--- config.mk ---
export PLATFORM = sky130hd
export DESIGN_NAME = load_store_unit
export DESIGN_NICKNAME = d
export VERILOG_FILES = /design/src/rtl/load_store_unit.sv
export SDC_FILE = /design/constraint.sdc
export NUM_CORES = 1
export LEC_CHECK = 0
export ABC_CLOCK_PERIOD_IN_PS = 1800
export BUFFER_PORTS_ARGS = -buffer_cell sky130_fd_sc_hd__buf_2
export CAP_MARGIN = 10
export CORE_MARGIN = 4
export CORE_UTILIZATION = 39
export DETAILED_ROUTE_END_ITERATION = 8
export SYNTH_ARGS = -nofsm -noshare
export SYNTH_HDL_FRONTEND = slang
export SYNTH_SLANG_ARGS = --single-unit
--- constraint.sdc ---
create_clock -name clk -period 1.8 [get_ports clk]
set_input_delay 0.09 -clock clk [delete_from_list [all_inputs] [get_ports clk]]
set_output_delay 0.09 -clock clk [all_outputs]
set_load 0.02 [all_outputs]
--- src/rtl/load_store_unit.sv ---
// Byte-addressed load/store unit with big-endian lanes and read-modify-write sub-word stores.
// Optional macro LSU_MISALIGN_TRAP_EN rejects misaligned half/word accesses with err.
module load_store_unit (
   input  logic        clk,
   input  logic        reset,
   input  logic        req,
   input  logic        we,
   input  logic [2:0]  op,
   input  logic [7:0]  addr,
   input  logic [31:0] wdata,
   output logic        busy,
   output logic        done,
   output logic        err,
   output logic [31:0] rdata,
   output logic        MemRead,
   output logic        MemWrite,
   output logic [7:0]  Address,
   output logic [31:0] WriteData,
   input  logic [31:0] ReadData
);

   typedef enum logic [1:0] {IDLE, RD, WR, DONE} state_t;

   state_t      r_state;
   state_t      w_next;
   logic        r_we;
   logic [2:0]  r_op;
   logic [7:0]  r_addr;
   logic [31:0] r_wdata;
   logic [31:0] r_word;
   logic        r_err;
   logic [31:0] r_rdata;

   logic        w_bad;
   logic [7:0]  w_byte;
   logic [15:0] w_half;
   logic [31:0] w_load;
   logic [31:0] w_merge;

   always_comb begin
      w_bad = (op == 3'b011) || (op == 3'b110) || (op == 3'b111) || (we && op[2]);
`ifdef LSU_MISALIGN_TRAP_EN
      if ((op[1:0] == 2'b01) && addr[0])
         w_bad = 1'b1;
      if ((op[1:0] == 2'b10) && (addr[1:0] != 2'b00))
         w_bad = 1'b1;
`endif
   end

   // Lane k of the bus word sits at bits [31-8k:24-8k].
   always_comb begin
      w_byte = ReadData[31:24];
      unique case (r_addr[1:0])
         2'd0: w_byte = ReadData[31:24];
         2'd1: w_byte = ReadData[23:16];
         2'd2: w_byte = ReadData[15:8];
         2'd3: w_byte = ReadData[7:0];
      endcase
      w_half = r_addr[1] ? ReadData[15:0] : ReadData[31:16];
      case (r_op)
         3'b000:  w_load = {{24{w_byte[7]}}, w_byte};
         3'b001:  w_load = {{16{w_half[15]}}, w_half};
         3'b100:  w_load = {24'd0, w_byte};
         3'b101:  w_load = {16'd0, w_half};
         default: w_load = ReadData;
      endcase
   end

   always_comb begin
      w_merge = r_word;
      case (r_op[1:0])
         2'b00: begin
            unique case (r_addr[1:0])
               2'd0: w_merge[31:24] = r_wdata[7:0];
               2'd1: w_merge[23:16] = r_wdata[7:0];
               2'd2: w_merge[15:8]  = r_wdata[7:0];
               2'd3: w_merge[7:0]   = r_wdata[7:0];
            endcase
         end
         2'b01: begin
            if (r_addr[1])
               w_merge[15:0] = r_wdata[15:0];
            else
               w_merge[31:16] = r_wdata[15:0];
         end
         default: w_merge = r_wdata;
      endcase
   end

   always_ff @(posedge clk) begin
      if (reset) begin
         r_state <= IDLE;
         r_we    <= 1'b0;
         r_op    <= 3'd0;
         r_addr  <= 8'd0;
         r_wdata <= 32'd0;
         r_word  <= 32'd0;
         r_err   <= 1'b0;
         r_rdata <= 32'd0;
      end else begin
         r_state <= w_next;
         if (r_state == IDLE && req) begin
            r_we    <= we;
            r_op    <= op;
            r_addr  <= addr;
            r_wdata <= wdata;
            r_err   <= w_bad;
         end
         if (r_state == RD) begin
            r_word <= ReadData;
            if (!r_we)
               r_rdata <= w_load;
         end
      end
   end

   always_comb begin
      w_next    = r_state;
      busy      = (r_state != IDLE);
      done      = 1'b0;
      err       = 1'b0;
      MemRead   = 1'b0;
      MemWrite  = 1'b0;
      Address   = 8'd0;
      WriteData = 32'd0;
      rdata     = r_rdata;
      case (r_state)
         IDLE: begin
            if (req) begin
               if (w_bad)
                  w_next = DONE;
               else if (we && op == 3'b010)
                  w_next = WR;
               else
                  w_next = RD;
            end
         end
         RD: begin
            MemRead = 1'b1;
            Address = {r_addr[7:2], 2'b00};
            w_next  = r_we ? WR : DONE;
         end
         WR: begin
            MemWrite  = 1'b1;
            Address   = {r_addr[7:2], 2'b00};
            WriteData = w_merge;
            w_next    = DONE;
         end
         DONE: begin
            done   = 1'b1;
            err    = r_err;
            w_next = IDLE;
         end
         default: w_next = IDLE;
      endcase
   end

endmodule

==> Yosys cells after proc, flatten, opt, wreduce, memory -nomap -nowiden <==
Index checks and enable logic that the tools add are counted.
{ "totals": {"out_inout_bits": 77, "inputBits": 79, "ramBits": 0, "romBits": 0, "ff_bits": 111, "mem_count": 0, "latch_bits": 0} }
{ "classes": {"n_reduce_logical": 13, "shifts": 0, "n_mux": 21, "n_bitwise": 1, "n_mul": 0, "n_addsub": 0, "order_cmp": 0, "n_eq_ne": 15, "div_mod_pow": 0} }
{ "ops": {"columns": ["op", "count"], "rows": [
  ["$pmux 32 s4", 1],
  ["$pmux 32 s2", 1],
  ["$mux 16", 3],
  ["$mux 8", 5],
  ["$mux 32", 1],
  ["$pmux 8 s4", 1],
  ["$eq 3x3->1 const B", 4],
  ["$eq 2x2->1 const B", 4],
  ["$pmux 2 s4", 1],
  ["$eq 2x1->1 const B", 3],
  ["$eq 3x2->1 const B", 2],
  ["$logic_not 2->1", 3],
  ["$mux 2", 3],
  ["$mux 1", 5],
  ["$eq 3x1->1 const B", 1],
  ["$logic_and 1x1->1", 3],
  ["$logic_not 3->1", 1],
  ["$logic_or 1x1->1", 3],
  ["$ne 2x2->1 const B", 1],
  ["$reduce_and 2->1", 1],
  ["$reduce_bool 2->1", 1],
  ["$reduce_or 2->1", 1],
  ["$not 1->1", 1]
]} }

==> Logic depth before layout (Yosys ltp) <==
Gate-level depths: netlist of the first run.
{ "logic_depth": {"ltp_word": 7, "mapped_depth": 8, "mapped_depth_nobuf": 6} }

==> Worst setup path before layout of the first run <==
No wires, ideal clock.
{ "synth_timing": {"kind": "flip-flop to flip-flop", "start": "reg r_state[1]", "end": "reg r_rdata[10] (netlist: rdata[10])", "n_path_buf": 2, "arrival_ps": 1664, "setup_time_ps": 156, "path_slack_ps": -21, "path_stages_with_launch": 8, "cell_sequence": "dfxtp_1 inv_1 ha_1 buf_2 nand2b_1 buf_2 nor3_1 a221oi_1"} }
{ "synth_between": {"elab_chain_len": 2} }
{ "synth_lines": {"columns": ["element", "line_no", "source"], "rows": [
  ["start, declared", "24", "state_t r_state;"],
  ["start signal, assigned", "101", "r_state <= w_next;"],
  ["$eq 2x1->1", "109", "if (r_state == RD) begin"],
  ["$reduce_and 2->1 (no line)", null, null],
  ["end signal, assigned", "112", "r_rdata <= w_load;"],
  ["end, declared", "32", "logic [31:0] r_rdata;"]
]} }
No other way between the ends.
A chain may end at the register's enable or synchronous reset.

==> Worst setup path in the final report of the first run <==
{ "layout_timing": {"start": "reg r_addr[0]", "end": "out WriteData[7]"} }
{ "layout_between": {"elab_chain_len": 4} }
{ "layout_lines": {"columns": ["element", "line_no", "source"], "rows": [
  ["start, declared", "28", "logic [7:0] r_addr;"],
  ["start signal, assigned", "105", "r_addr <= addr;"],
  ["$eq 2x2->1", "73", "unique case (r_addr[1:0])"],
  ["$mux 8", "73", null],
  ["$pmux 32 s2", "71", "case (r_op[1:0])"],
  ["$mux 32", "127", "case (r_state)"],
  ["end, declared", "18", "output logic [31:0] WriteData,"]
]} }
No other way between the ends.

==> run_results.csv, run 1 <==
group,metric,value,unit
yosys,syn_inst,657,
drt,top_layer,"met5",
drt,dr.first_iter.drc_count,453,
clock_tree,cts.clk_slew.worst_paths,0.07,ns
drt,vias_per_cell,5.364,
final_layout,final_cell_area,7715,um2
final_layout,multi_input_area,3124,um2
power_and_ir_drop,combPwrFrac,0.465,
power_and_ir_drop,p_int,6.461,mW
grt,grt_pass1_vias,5448,
final_layout,nNetsFinal,943,
critical_path,crit_family,"flip-flops",
drt,ant_nets,0,
timing,maxSlewViolCount,0,
drt,route.met2.wl,8.923,mm
drt,m1WireLength,8.462,mm
yosys,ys_seq_area_frac,0.4077,
drt,wirelength,19.11,mm
drt,wire_per_inst,18.38,um
placement,postPlaceCellArea,6540,um2
power_and_ir_drop,leakagePower,3.262,nW
clock_tree,cts_root_buf,"clkbuf_16",
worst_hold_path,holdCritPathClass,"input port to flop",
die,std_cell_rows,42,
critical_path,crit_arrival,1.84,ns
placement,post-place-ws,0.008486,ns
placement,gp_congestion,0.8497,
die,ios,156,
final_layout,drive_gt1_frac,0.3229,
drt,dr.pass1.iters,7,
clock_tree,clock_latency,0.36,ns
timing,min_period_over_period,1.073,
clock_tree,cts_buffers,9,
power_and_ir_drop,switching_power,4.192,mW
critical_path,critPathRequiredTime,1.71,ns
final_layout,syn2layout_area_growth,41.55,%
grt,grt_usage,0.2351,
yosys,synth-async-reset-ratio,0,
grt,grt_pass1_wl,29.73,mm
drt,drc,0,
timing,fmax,0.5180,GHz
timing,whs,0.005065,ns
grt,grt_antenna_before_repair,1,
grt,gr-total-overflow,0,
critical_path,cp-end-kind,"output port",
critical_path,cpMaxStageDelayCell,"dfxtp_4",
critical_path,critical_path_class,"flop to output port",
power_and_ir_drop,pwr-share-seq,0.329,
timing,final-setup-viol-count,31,
yosys,yosysWarnings,0,
yosys,yosys.area.top_type,"dfxtp_1",
critical_path,startpoint,"r_addr[0]$_SDFFE_PP0P_",
final_layout,fillers,1239,
power_and_ir_drop,p_per_area,1381,nW/um2
yosys,synth_cell_types,42,
power_and_ir_drop,ir_drop,0.0005240,V
status,violations,"setup timing",
yosys,netlist_area,5450,um2
critical_path,path_buf_inv,2,
final_layout,regArea,2236,um2
drt,num_vias,5579,
yosys,synth-seq-cells,111,
die,die_h,126.2,um
yosys,netlist.area_leader.share,0.4077,
power_and_ir_drop,total_power,10.65,mW
die,die-area,15930,um2
yosys,synth.area.top_cells,"dfxtp_1 41%, mux2i_1 11%, nand2_1 8.7%",
yosys,avgSynthCellArea,8.296,um2
timing,post-route-min-period,1.931,ns
critical_path,critPathMaxStageDelay,0.36,ns
die,start_util,0.4051,
critical_path,startpoint_type,"flop",
worst_hold_path,holdCritStartpoint,"addr[0]",
placement,dpl.hpwl,14.04,mm
timing,fin_skew,0.006984,ns
clock_tree,htree_num_levels,3,
drt,route.met3.wl,1.178,mm
timing,hold_viol,0,
critical_path,reg2reg_from,"r_state[1]$_SDFFE_PP0P_",
clock_tree,cts_sinks,111,
timing,fin_tns_setup,-1.640,ns
yosys,yosys_most_used_dff,"dfxtp_1",
final_layout,diodes,0,
timing,rsz0062_at_grt,"true",
placement,io_buffers,153,
status,status,"complete, but fails checks",
critical_path,path_cells,"or2_4 -> a21oi_4 -> buf_12 -> mux2i_4 -> nor2b_1 -> buf_2",
die,die_width,126.2,um
yosys,synth-edff-count,0,
timing,worst_slack,-0.1306,ns
die,core,13450,um2
clock_tree,clk_path_buf_depth,2,
job,drv_cap,0,
grt,grt_max_degree,68,
power_and_ir_drop,switching_share,0.3935,
power_and_ir_drop,clkPwrFrac,0.206,
critical_path,crit_path_max_fanout,5,
clock_tree,cts_tree,"done",
==> sequential cells by signal, indices dropped and copies added, names as in the netlist <==
signal and count:
r_wdata 32, r_word 32, r_op 3, r_err 1, r_state 2, r_we 1, rdata 32, r_addr 8
==> cell families (layout without fill, tap and decap cells) <==
group,after synthesis,count (layout),synth area share
flip-flops,111,111,0.4077
multiplexers,59,59,0.1084
buffers and inverters,63,269,0.05509
AND/OR/NAND/NOR,265,265,0.2248
other,1,2,0.0006880
adder cells (fa/ha/maj),5,5,0.01148
AO/OA/AOI/OAI,153,153,0.1919
==> power groups by stage <==
stage / clock [mW] / sequential, mW / combinational (mW)
5_1_grt: 2.32 / 3.57 / 5.36
2_1_floorplan: 0 / 3.75 / 2.74
3_3_place_gp: 0 / 3.48 / 4.40
6_report: 2.19 / 3.50 / 4.96
4_1_cts: 2.23 / 3.48 / 4.76
3_5_place_dp: 0 / 3.52 / 4.47
==> metal layers <==
| metal | up-vias | track usage |
|---|---|---|
| li1 | 2690 | - |
| met1 | 2635 | 0.3162 |
| met2 | 209 | 0.3690 |
| met3 | 43 | 0.04996 |
| met4 | 2 | 0.09338 |
| met5 | - | 0 |
==> worst register-to-register path: cells and delay by family, from the launching register on <==
family,cells,cell delay (ns)
and+or+nand+nor,2,0.45
DFF,1,0.35
buffers and inverters,2,0.29
AOI/OAI and AO/OA,1,0.19
adders and majority gates,1,0.23
==> final cells by class <==
class	instances	area share
sequential	111	0.2898
clock inverter	3	0.008433
timing repair buffer	247	0.2316
inverter	6	0.002919
multi-input combinational	484	0.4050
tap	176	0.02854
clock buffer	13	0.03373
==> path summary, 6_finish.rpt <==
| path | end | slack [ns] | cells past startpoint |
|---|---|---|---|
| min reg2reg | r_addr[3]$_SDFFE_PP0P_ | 0.45 | 2 |
| min | r_addr[0]$_SDFFE_PP0P_ | 0.005 | 3 |
| max reg2reg | rdata[11]$_SDFFE_PP0P_ | 0.14 | 6 |
| max | WriteData[7] | -0.13 | 6 |
==> synthesized netlist by cell type (all sizes together) (11+ instances only) <==
cell,instances
a211oi,20
a21oi,69
buf,28
clkbuf,29
dfxtp,111
mux2i,59
nand2,127
nor2,62
nor2b,18
nor3,11
o21ai,19
==> layout by cell type, fill, tap and decap left out, types with 9 or more instances in the layout <==
master	instances
a211oi_1	10
a211oi_2	10
a21oi_1	55
a21oi_2	11
a221oi_1	9
buf_2	125
buf_4	61
buf_6	10
clkbuf_16	10
dfxtp_1	106
dlygate4sd3_1	43
mux2i_1	54
nand2_1	125
nor2_1	61
nor2b_1	17
nor3_1	10
o21ai_0	15
==> metrics by stage <==
stage	util	cells
final	0.5735	1040
after global routing	0.5735	1040
after CTS	0.5606	1035
after detailed placement	0.4861	972
after global placement	0.4861	972
after floorplan	-	658
==> repair_timing <==
item,in CTS,in global routing
buffers inserted,4,5
gates resized for setup,69,25
hold endpoints to repair,43,0
hold buffers,43,0
setup endpoints to repair,34,51
cloned,0,1
pin swaps,6,9
Power figures use the tool's default switching activity.
==> run 2: changes to the inputs <==
--- a/config.mk
+++ b/config.mk
@@ -8,9 +8,12 @@
 export ABC_CLOCK_PERIOD_IN_PS = 1800
 export BUFFER_PORTS_ARGS = -buffer_cell sky130_fd_sc_hd__buf_2
 export CAP_MARGIN = 10
+export CELL_PAD_IN_SITES_DETAIL_PLACEMENT = 1
+export CELL_PAD_IN_SITES_GLOBAL_PLACEMENT = 1
 export CORE_MARGIN = 4
-export CORE_UTILIZATION = 39
+export CORE_UTILIZATION = 38
 export DETAILED_ROUTE_END_ITERATION = 8
+export PLACE_DENSITY_LB_ADDON = 0.1
 export SYNTH_ARGS = -nofsm -noshare
 export SYNTH_HDL_FRONTEND = slang
 export SYNTH_SLANG_ARGS = --single-unit
==> run 2 against run 1 <==
Net effect:
- the run ends with hold timing, setup timing left
- total power increased by 1.2%
- design area grew 2.3%
- sequential cell count stayed put
- routed wire length rose by 11%
- combinational power rose by 8.3%
- non-clock buffer count grew 2
==> run_results.csv, run 2 (same netlist as run 1, synthesis figures left out) <==
group,metric,value,unit
timing,post-route-min-period,1.995,ns
die,start_util,0.3896,
final_layout,layout_common_cells,"133 x buf_2, 125 x nand2_1, 106 x dfxtp_1",
critical_path,path_buf_inv,3,
timing,maxSlewViolCount,0,
die,die-area,16320,um2
critical_path,path_cells,"buf_12 -> or2_4 -> a21oi_4 -> buf_12 -> mux2i_2 -> nor2b_1 -> buf_4",
grt,grt_usage,0.2489,
timing,min_period_over_period,1.108,
clock_tree,cts_root_buf,"clkbuf_16",
die,ios,156,
timing,hold_viol,1,
critical_path,critPathRequiredTime,1.71,ns
clock_tree,clock_latency,0.36,ns
clock_tree,cts.clk_slew.worst_paths,0.07,ns
final_layout,regArea,2233,um2
grt,grt_pass1_vias,5827,
critical_path,crit_family,"buffers and inverters",
power_and_ir_drop,ir_drop,0.0005659,V
die,die_width,127.8,um
clock_tree,cts_tree,"done",
timing,rsz0062_at_grt,"true",
power_and_ir_drop,p_per_area,1367,nW/um2
final_layout,final_cell_area,7889,um2
grt,grt_antenna_before_repair,0,
drt,drc,0,
drt,ant_nets,0,
placement,dpl.hpwl,14.55,mm
clock_tree,cts_buffers,9,
grt,grt_max_degree,86,
die,core,13990,um2
job,drv_cap,0,
critical_path,rr_endpoint,"rdata[16]$_SDFFE_PP0P_",
grt,gr-total-overflow,0,
die,die_h,127.8,um
critical_path,crit_arrival,1.91,ns
worst_hold_path,whs_path_depth,3,
final_layout,nNetsFinal,945,
status,violations,"hold timing, setup timing",
timing,whs,-0.002757,ns
clock_tree,clk_path_buf_depth,2,
drt,dr.pass1.iters,8,
clock_tree,cts_sinks,111,
final_layout,final_util,0.5640,
drt,wirelength,21.19,mm
placement,postPlaceCellArea,6553,um2
placement,gp_congestion,0.8767,
final_layout,final_common_cell,"buf_2",
final_layout,syn2layout_area_growth,44.74,%
timing,relSlewSlack,0.6168,
power_and_ir_drop,leakagePower,3.290,nW
die,std_cell_rows,43,
drt,wire_per_inst,20.25,um
critical_path,cpMostUsedCell,"buf_12",
critical_path,rr_worst_depth,8,
critical_path,critical_path_class,"flop to output port",
critical_path,r2r_slack,0.04,ns
drt,vias_per_cell,5.430,
placement,io_buffers,153,
final_layout,diodes,0,
final_layout,fillers,1652,
drt,num_vias,5680,
critical_path,startpoint_type,"flop",
critical_path,cp-end-kind,"output port",
drt,dr.first_iter.drc_count,442,
grt,grt_pass1_wl,31.87,mm
status,status,"complete, but fails checks",
timing,worst_slack,-0.1951,ns
final_layout,drive_gt1_frac,0.3464,
final_layout,multi_input_area,3324,um2
worst_hold_path,holdCritStartpoint,"wdata[9]",
critical_path,crit_path_max_fanout,9,
worst_hold_path,hold_end,"r_wdata[9]$_SDFFE_PP0P_",
timing,fin_skew,0.007391,ns
timing,final-setup-viol-count,31,
critical_path,cpMaxStageDelayCell,"dfxtp_4",
timing,tightestPinTransition,0.5747,ns
critical_path,reg2reg_from,"r_addr[0]$_SDFFE_PP0P_",
clock_tree,htree_num_levels,3,
critical_path,critPathMaxStageDelay,0.37,ns
worst_hold_path,holdCritPathClass,"input port to flop",
power_and_ir_drop,total_power,10.78,mW
timing,fmax,0.5012,GHz
## run 2: routing by layer
metal | share of wire | track usage | vias up
li1 | - | - | 2689
met1 | 0.43 | 0.3144 | 2767
met2 | 0.49 | 0.4221 | 193
met3 | 0.053 | 0.04458 | 31
met4 | 0.021 | 0.09551 | 0
met5 | 0 | 0 | -
## run 2: area by class of cell
| type | count | area share |
|---|---|---|
| Multi-Input combinational cell | 484 | 0.4214 |
| Clock inverter | 5 | 0.004441 |
| Clock buffer | 11 | 0.02950 |
| Timing Repair Buffer | 249 | 0.2301 |
| Sequential cell | 111 | 0.2831 |
| Tap cell | 180 | 0.02855 |
| Inverter | 6 | 0.002855 |
## run 2: worst max-delay path by stage
| stage | start | to | slack [ns] | depth (start not counted) |
|---|---|---|---|---|
| floorplan | r_state[1]$_SDFFE_PP0P_ | rdata[21]$_SDFFE_PP0P_ | 0.06 | 8 |
| global placement | r_state[1]$_SDFFE_PP0P_ | rdata[8]$_SDFFE_PP0P_ | 0.11 | 5 |
| detailed placement | r_addr[1]$_SDFFE_PP0P_ | rdata[8]$_SDFFE_PP0P_ | -0.0006 | 5 |
| CTS | r_op[0]$_SDFFE_PP0P_ | WriteData[3] | -0.19 | 7 |
| global route | r_op[0]$_SDFFE_PP0P_ | WriteData[3] | -0.24 | 7 |
| finish | r_op[0]$_SDFFE_PP0P_ | WriteData[3] | -0.20 | 7 |
## run 2: report_power, final
| group | leakage (nW) | internal, mW | switching [mW] |
|---|---|---|---|
| registers | 0.912 | 3.08 | 0.437 |
| logic | 2.25 | 2.25 | 3.12 |
| clock network | 0.129 | 0.942 | 0.947 |
| total | 3.29 | 6.27 | 4.51 |
## run 2: worst register-to-register path, cell delays in order, from the launching register on
cell and delay (ns):
dfxtp_4 0.38, buf_4 0.15, nand2b_4 0.09, buf_4 0.13, buf_4 0.13, mux2i_4 0.26, a31oi_4 0.12, buf_12 0.17
a211oi_1 0.24
## run 2: what timing repair did
action | CTS | global route
hold buffers | 41 | 0
setup endpoints to repair | 37 | 70
cloned | 1 | 0
pin swaps | 14 | 16
buffers inserted | 7 | 10
gates resized for setup | 63 | 69
endpoints found under the hold margin | 41 | 0
## run 2: per-stage QoR
stage	instances	hold slack, ns	TNS [ns]	setup WS, ns
2_1_floorplan	658	0.2260	0	0.06176
3_3_place_gp	972	0.3305	0	0.1070
3_5_place_dp	972	0.3368	-0.0005557	-0.0005557
4_1_cts	1037	0.0004881	-3.394	-0.1860
5_1_grt	1046	0.005449	-5.461	-0.2401
6_report	1046	-0.002757	-3.486	-0.1951
